$ cat config.mk
export PLATFORM = sky130hd
export DESIGN_NAME = road_scroll_ctrl
export DESIGN_NICKNAME = d
export VERILOG_FILES = /design/src/rtl/road_scroll_ctrl.sv
export SDC_FILE = /design/constraint.sdc
export NUM_CORES = 1
export LEC_CHECK = 0
export ABC_AREA = 1
export BUFFER_PORTS_ARGS = -buffer_cell sky130_fd_sc_hd__buf_4
export CORE_MARGIN = 2
export CORE_UTILIZATION = 45
export CTS_CLUSTER_DIAMETER = 80
export DETAILED_ROUTE_END_ITERATION = 7
export GPL_TIMING_DRIVEN = 0
export PLACE_DENSITY = 0.67
export SLEW_MARGIN = 20
export SYNTH_ARGS = -nofsm -noshare
export SYNTH_HDL_FRONTEND = slang
export SYNTH_SLANG_ARGS = --single-unit
$ cat constraint.sdc
create_clock -name clk -period 8.4 [get_ports clk]
set_clock_uncertainty 0.05 [all_clocks]
set_input_delay 1.26 -clock clk [delete_from_list [all_inputs] [get_ports clk]]
set_output_delay 1.26 -clock clk [all_outputs]
set_load 0.01 [all_outputs]
$ cat src/rtl/road_scroll_ctrl.sv
// Road line sequencer: turns per-frame speed into paced need_new_line pulses and steps levels.
// Optional build macro ROAD_SCROLL_LEVEL_WAIT_EN: LEVEL_DONE waits for start_game instead of a frame hold.
module road_scroll_ctrl #(
  parameter int unsigned LEVEL_LINES       = 1920,
  parameter int unsigned FRAC_W            = 4,
  parameter int unsigned MAX_LEVEL         = 1,
  parameter int unsigned LINE_GAP          = 4,
  parameter int unsigned LEVEL_HOLD_FRAMES = 60
) (
  input  logic        clk,
  input  logic        resetN,
  input  logic        startOfFrame,
  input  logic        start_game,
  input  logic        pause,
  input  logic [7:0]  speed,
  output logic        need_new_line,
  output logic [2:0]  level,
  output logic [11:0] line_count,
  output logic        level_done,
  output logic        game_done
);

  localparam int unsigned GAP_W    = (LINE_GAP > 1) ? $clog2(LINE_GAP) : 1;
  localparam int unsigned PEND_W   = 6;
  localparam int unsigned PEND_MAX = 63;
  localparam int unsigned SUM_W    = 9;
  localparam int unsigned LINE_W   = 12;
  localparam int unsigned LVL_W    = 3;

  typedef enum logic [1:0] {
    S_IDLE,
    S_RUN,
    S_LEVEL_DONE,
    S_GAME_DONE
  } state_t;

  state_t              state_q, state_d;
  logic [FRAC_W-1:0]   acc_q, acc_d;
  logic [PEND_W-1:0]   pending_q, pending_d;
  logic [GAP_W-1:0]    gap_q, gap_d;
  logic [LINE_W-1:0]   line_q, line_d;
  logic [LVL_W-1:0]    level_q, level_d;
  logic                nnl_q, nnl_d;
  logic                done_q, done_d;
  logic                game_q, game_d;
`ifndef ROAD_SCROLL_LEVEL_WAIT_EN
  localparam int unsigned HOLD_W = (LEVEL_HOLD_FRAMES > 1) ? $clog2(LEVEL_HOLD_FRAMES + 1) : 1;
  logic [HOLD_W-1:0]   hold_q, hold_d;
`endif

  logic                frame_c;
  logic                pulse_c;
  logic [SUM_W-1:0]    sum_c;
  logic [SUM_W-1:0]    owed_c;
  logic [SUM_W:0]      pend_sum_c;
  logic [PEND_W-1:0]   pend_sat_c;

  // Frame accounting and pulse eligibility
  always_comb begin
    frame_c    = startOfFrame && !pause;
    pulse_c    = (state_q == S_RUN) && (pending_q != '0) && !pause && (gap_q == '0);
    sum_c      = SUM_W'(acc_q) + SUM_W'(speed);
    owed_c     = frame_c ? (sum_c >> FRAC_W) : '0;
    pend_sum_c = (SUM_W + 1)'(pending_q) + (SUM_W + 1)'(owed_c) - (SUM_W + 1)'(pulse_c);
    pend_sat_c = (pend_sum_c > (SUM_W + 1)'(PEND_MAX)) ? PEND_W'(PEND_MAX) : pend_sum_c[PEND_W-1:0];
  end

  // Next-state and output logic
  always_comb begin
    state_d   = state_q;
    acc_d     = acc_q;
    pending_d = pending_q;
    gap_d     = (gap_q != '0) ? gap_q - GAP_W'(1) : gap_q;
    line_d    = line_q;
    level_d   = level_q;
    nnl_d     = 1'b0;
    done_d    = 1'b0;
`ifndef ROAD_SCROLL_LEVEL_WAIT_EN
    hold_d    = hold_q;
`endif

    unique case (state_q)
      S_IDLE, S_GAME_DONE: begin
        if (start_game) begin
          state_d   = S_RUN;
          level_d   = LVL_W'(1);
          acc_d     = '0;
          pending_d = '0;
          line_d    = '0;
          gap_d     = '0;
        end
      end

      S_RUN: begin
        if (frame_c) acc_d = sum_c[FRAC_W-1:0];
        pending_d = pend_sat_c;
        if (pulse_c) begin
          nnl_d  = 1'b1;
          line_d = line_q + LINE_W'(1);
          gap_d  = GAP_W'(LINE_GAP - 1);
          // Last line of the level: drop any remaining debt and stop issuing
          if (line_q == LINE_W'(LEVEL_LINES - 1)) begin
            done_d    = 1'b1;
            pending_d = '0;
            acc_d     = '0;
`ifndef ROAD_SCROLL_LEVEL_WAIT_EN
            hold_d    = '0;
`endif
            state_d   = (level_q == LVL_W'(MAX_LEVEL)) ? S_GAME_DONE : S_LEVEL_DONE;
          end
        end
      end

      S_LEVEL_DONE: begin
`ifdef ROAD_SCROLL_LEVEL_WAIT_EN
        if (start_game) begin
`else
        if (startOfFrame) hold_d = hold_q + HOLD_W'(1);
        if (startOfFrame && (hold_q == HOLD_W'(LEVEL_HOLD_FRAMES - 1))) begin
`endif
          state_d   = S_RUN;
          level_d   = level_q + LVL_W'(1);
          line_d    = '0;
          acc_d     = '0;
          pending_d = '0;
          gap_d     = '0;
        end
      end

      default: state_d = S_IDLE;
    endcase

    game_d = (state_d == S_GAME_DONE);
  end

  // State registers with synchronous active-high reset
  always_ff @(posedge clk) begin
    if (resetN) begin
      state_q   <= S_IDLE;
      acc_q     <= '0;
      pending_q <= '0;
      gap_q     <= '0;
      line_q    <= '0;
      level_q   <= '0;
      nnl_q     <= 1'b0;
      done_q    <= 1'b0;
      game_q    <= 1'b0;
`ifndef ROAD_SCROLL_LEVEL_WAIT_EN
      hold_q    <= '0;
`endif
    end else begin
      state_q   <= state_d;
      acc_q     <= acc_d;
      pending_q <= pending_d;
      gap_q     <= gap_d;
      line_q    <= line_d;
      level_q   <= level_d;
      nnl_q     <= nnl_d;
      done_q    <= done_d;
      game_q    <= game_d;
`ifndef ROAD_SCROLL_LEVEL_WAIT_EN
      hold_q    <= hold_d;
`endif
    end
  end

  assign need_new_line = nnl_q;
  assign level         = level_q;
  assign line_count    = line_q;
  assign level_done    = done_q;
  assign game_done     = game_q;

endmodule

After elaboration in Yosys (flattened, before gate mapping):

Cells that the tools add are included.
Widths: inputs -> output; s select.

* register bits: 38
* bits in latches: 0
* RAM bits: 0
* memory bits (read-only): 0
* output and inout port bits: 18
* logic and storage cells: 88
* memories kept: 0

* add/sub/neg operators: 7
* multiply operators: 0
* divide/modulo/power cells: 0
* order comparisons: 1
* eq/ne operators: 12
* shift operators: 0
* multiplexer cells: 37
* bitwise operators: 2
* reductions and logical operators: 19

Operators by type and width (number)
* $mux 6: 8
* $mux 12: 3
* $pmux 12 s3: 1
* $mux 4: 5
* $pmux 6 s3: 1
* $mux 2: 8
* $add 12x1->12 const B: 1
* $eq 12x11->1 const B: 1
* $pmux 2 s3: 2
* $pmux 4 s3: 1
* $pmux 6 s2: 1
* $gt 10x6->1 const B: 1
* $add 4x8->9: 1
* $ne 2x2->1 const B: 4
* $sub 7x1->8: 1
* $add 6x5->7: 1
* $add 6x1->6 const B: 1
* $eq 2x2->1 const B: 3
* $eq 6x6->1 const B: 1
* $mux 3: 2
* $pmux 3 s2: 1
* $reduce_and 3->1: 2
* $reduce_bool 2->1: 3
* $reduce_bool 6->1: 1
* 15 further kinds: 24

Longest topological paths before layout:

* depth after elaboration: 10
* gate-level depth with buffers: 21
* mapped depth without buffers: 21

Least setup slack after synthesis:

Ideal clock, no wire load.

* kind: input -> register
* from: in speed[0]
* to: reg pending_q[5]
* library setup time: 132 ps
* data arrival time: 3701 ps
* slack: 4517 ps
* stages: 18
* cells stage by stage: ha_1 -> inv_1 -> fa_1 -> nand3b_1 -> nand3_1 -> nand3_1 -> ha_1 -> inv_1 -> ha_1 -> fa_1 -> nand2_1 -> nand2_1 -> nand3_1 -> nand2_1 -> nand2_1 -> nand3_1 -> o21ai_1 -> a21oi_1

* word-level cells in the longest chain between the ends: 9

RTL lines
* start, declared: RTL line 15 `input logic [7:0] speed,`
* $add 4x8->9 *: RTL line 62 `sum_c = SUM_W'(acc_q) + SUM_W'(speed);`
* $mux 5 *: RTL line 63 `owed_c = frame_c ? (sum_c >> FRAC_W) : '0;`
* $add 6x5->7 *: RTL line 64 `pend_sum_c = (SUM_W + 1)'(pending_q) + (SUM_W + 1)'(owed_c) - (SUM_W + 1)'(pulse_c);`
* $sub 7x1->8 *: RTL line 64
* $gt 10x6->1: RTL line 65 `pend_sat_c = (pend_sum_c > (SUM_W + 1)'(PEND_MAX)) ? PEND_W'(PEND_MAX) : pend_sum_c[PEND_W-1:0];`
* $mux 6 *: RTL line 65
* $mux 6: RTL line 102 `if (line_q == LINE_W'(LEVEL_LINES - 1)) begin`
* $mux 6 *: RTL line 97 `if (pulse_c) begin`
* $pmux 6 s3 *: RTL line 82 `unique case (state_q)`
* end signal, assigned: RTL line 154 `pending_q <= pending_d;`
* end, declared: RTL line 39 `logic [PEND_W-1:0] pending_q, pending_d;`

Every way passes the cells marked *; elsewhere a longest branch is shown, timed or not.
A chain may end at the register's enable or synchronous reset.

Final worst setup path:

Same ends and word-level chain as after synthesis.

==> flow_metrics.env <==
export IMPL_outcome="finished, final reports clean"
export IMPL_grt_antenna_before_repair=0
export IMPL_drc=0
export IMPL_die_x_um=81.3
export IMPL_tightestPinTransition_ns=0.580
export IMPL_grt_total_usage=0.205
export IMPL_hp_start="acc_q[2]"
export IMPL_start_util=0.460
export IMPL_synthCells=402
export IMPL_drive_gt1_frac=0.116
export IMPL_tns_ns=0
export IMPL_power_density_mw_per_mm2=168
export IMPL_seq_area_frac_synth=0.283
export IMPL_min_period_ns=4.05
export IMPL_yosysTopAreaCell="dfxtp_1"
export IMPL_maxCapViolCount=0
export IMPL_p_leak_nw=1.45
export IMPL_vdd_ir_drop_max_mv=0.126
export IMPL_wl_per_cell_um=12.0
export IMPL_ys_types=33
export IMPL_num_rows=28
export IMPL_grt_pass1_wl_um=10600
export IMPL_syn_nets=439
export IMPL_portBuffers=29
export IMPL_syn2layout_area_growth_pct=15.0
export IMPL_fmax_mhz=247
export IMPL_holdPathStages=2
export IMPL_final_common_cell="nand2_1"
export IMPL_place_inst=506
export IMPL_cts_tree="yes"
export IMPL_core_area_mm2=0.00585
export IMPL_required_ns=8.58
export IMPL_start_kind="input pin"
export IMPL_ys_warn_count=0
export IMPL_clockRootBuffer="clkbuf_8"
export IMPL_synth_area_per_cell_um2=6.69
export IMPL_relSlewSlack=0.613
export IMPL_drtAntennaViolNets=0
export IMPL_r2r_slack_ns=5.07
export IMPL_clk_latency_ns=0.30
export IMPL_hpwl_um=4670
export IMPL_synth_top_area_share=0.283
export IMPL_reg2regPathDepth=17
export IMPL_cts_resized=0
export IMPL_viasPerCell=5.04
export IMPL_nets=475
export IMPL_fill_cells=589
export IMPL_post_cts_buffers=0
export IMPL_setup_viol=0
export IMPL_rsz0062_at_grt="false"
export IMPL_hold_worst_slack_ns=0.419
export IMPL_die_h_um=81.3
export IMPL_fin_crit_sh=0.482
export IMPL_clk_pin_slew_ns=0.08
export IMPL_cts_sinks=38
export IMPL_cp_arrival_ns=4.22
export IMPL_syn_area_mm2=0.00269
export IMPL_min_to="acc_q[2]"
export IMPL_yosys_top_cells_area="dfxtp_1 28%, nand2_1 13%, ha_1 10%"
export IMPL_cts_max_level=2
export IMPL_critPathMaxFanout=6
export IMPL_n_antenna_cell=0
export IMPL_firstDrtPassIters=4
export IMPL_stdcell_count=514
export IMPL_timing_rr_end="pending_q[5]"
export IMPL_grt_start_max_net_pins=12
export IMPL_gp_congestion=0.879
export IMPL_final_max_slew_viol_count=0
export IMPL_hold_path_class="reg -> reg"
export IMPL_ios=31
export IMPL_cts_hold_buf=0
export IMPL_numCtsBuffers=5
export IMPL_mostFrequentLayoutCells="96 x nand2_1, 63 x inv_1, 40 x nor2_1"
export IMPL_dieArea_mm2=0.00661
export IMPL_post_route_util=0.528
export IMPL_hold_violations=0
export IMPL_timing_rr_start="acc_q[0]"
export IMPL_clockBufferDepth=2
export IMPL_grt_pass1_vias=2389
export IMPL_grt_overflow_total=0
export IMPL_ys_ff_latch=38
export IMPL_drt_iter0_markers=162
export IMPL_end_kind="register"
export IMPL_drt_total_wl_um=6160
export IMPL_critPathKind="in -> reg"
export IMPL_vias=2593
layout make-up:
cell class                 count  area (um^2)  share of cell area
timing repair buffer          29          218              0.0704
clock inverter                 1         5.00             0.00162
inverter                      66          248              0.0801
multi-input combinational    292         1630               0.528
buffer                         6         47.5              0.0154
sequential                    38          761               0.246
clock buffer                   7         86.3              0.0279
tap                           75         93.8              0.0304
routing by layer:
metal | up-vias | track usage | wire length [um]
met3 | 7 | 0.0322 | 250
li1 | 1357 | - | -
met4 | 0 | 0.0610 | 78
met5 | - | 0 | 0
met2 | 42 | 0.320 | 2660
met1 | 1187 | 0.290 | 3170
report_power, final:
group	total (mW)	switching, mW	leakage (nW)	internal (mW)
sequential	0.200	0.0100	0.308	0.190
combinational	0.188	0.118	1.09	0.0700
clock	0.132	0.0654	0.0482	0.0662
total	0.520	0.193	1.45	0.327
cells in the mapped netlist:
library cell	instances
o21ai_4	1
nand2_2	3
nor3_1	8
and2_1	1
a21oi_1	35
nor2_8	1
nand3_1	29
nand3b_1	2
o21ai_0	10
dfxtp_1	38
o211a_1	2
nor2_4	1
inv_1	63
nor2_1	40
ha_1	22
clkbuf_1	3
clkbuf_8	1
clkinv_1	1
xnor2_1	4
inv_2	2
nor3b_1	1
o21ai_1	6
or2_2	1
nand2_1	96
nand4_1	11
fa_1	2
a21o_1	1
nand2_4	1
buf_6	2
xor2_1	10
nand3_2	2
o21bai_1	1
o31ai_1	1
sequential cells by signal (all words and copies together) (netlist names):
name and cells:
acc_q 4, need_new_line 1, state_q 2, game_done 1, level 3, hold_q 6, level_done 1, pending_q 6
line_count 12, gap_q 2
worst max-delay path, stage by stage:
cell and delay, ns:
buf_4 0.08, ha_1 0.16, inv_1 0.05, fa_1 0.39
nand3b_1 0.20, nand2_1 0.08, nand2_1 0.08, nor3_1 0.21
nand3_1 0.17, ha_1 0.31, inv_1 0.04, ha_1 0.33
a21oi_1 0.23, and2_1 0.15, nand2_1 0.06, nand3_1 0.20
o21ai_1 0.10, a21oi_1 0.12
how the worst max path moves through the flow:
stage          startpoint           end  cells past startpoint
2_1_floorplan    speed[0]  pending_q[5]                     18
3_3_place_gp     speed[0]  pending_q[5]                     18
3_5_place_dp     speed[0]  pending_q[4]                     18
4_1_cts          speed[0]  pending_q[4]                     18
5_1_grt          speed[0]  pending_q[3]                     18
6_report         speed[0]  pending_q[5]                     18
metrics by stage:
| step | power, mW | area [um^2] | setup slack [ns] |
|---|---|---|---|
| floorplan | 0.347 | 2690 | 4.52 |
| global placement | 0.388 | 3000 | 4.10 |
| detailed placement | 0.391 | 3000 | 4.06 |
| CTS | 0.523 | 3090 | 4.37 |
| global route | 0.561 | 3090 | 3.95 |
| finish | 0.520 | 3090 | 4.35 |
cell families (layout without fill, tap and decap cells):
logic type,Yosys count,after routing,synth area share
adder cells (fa/ha/maj),24,24,0.117
buffers and inverters,72,109,0.110
XOR/XNOR,14,14,0.0456
AO/OA/AOI/OAI,57,57,0.117
flip-flops,38,38,0.283
AND/OR/NAND/NOR,197,197,0.328
Power figures use the tool's default switching activity.
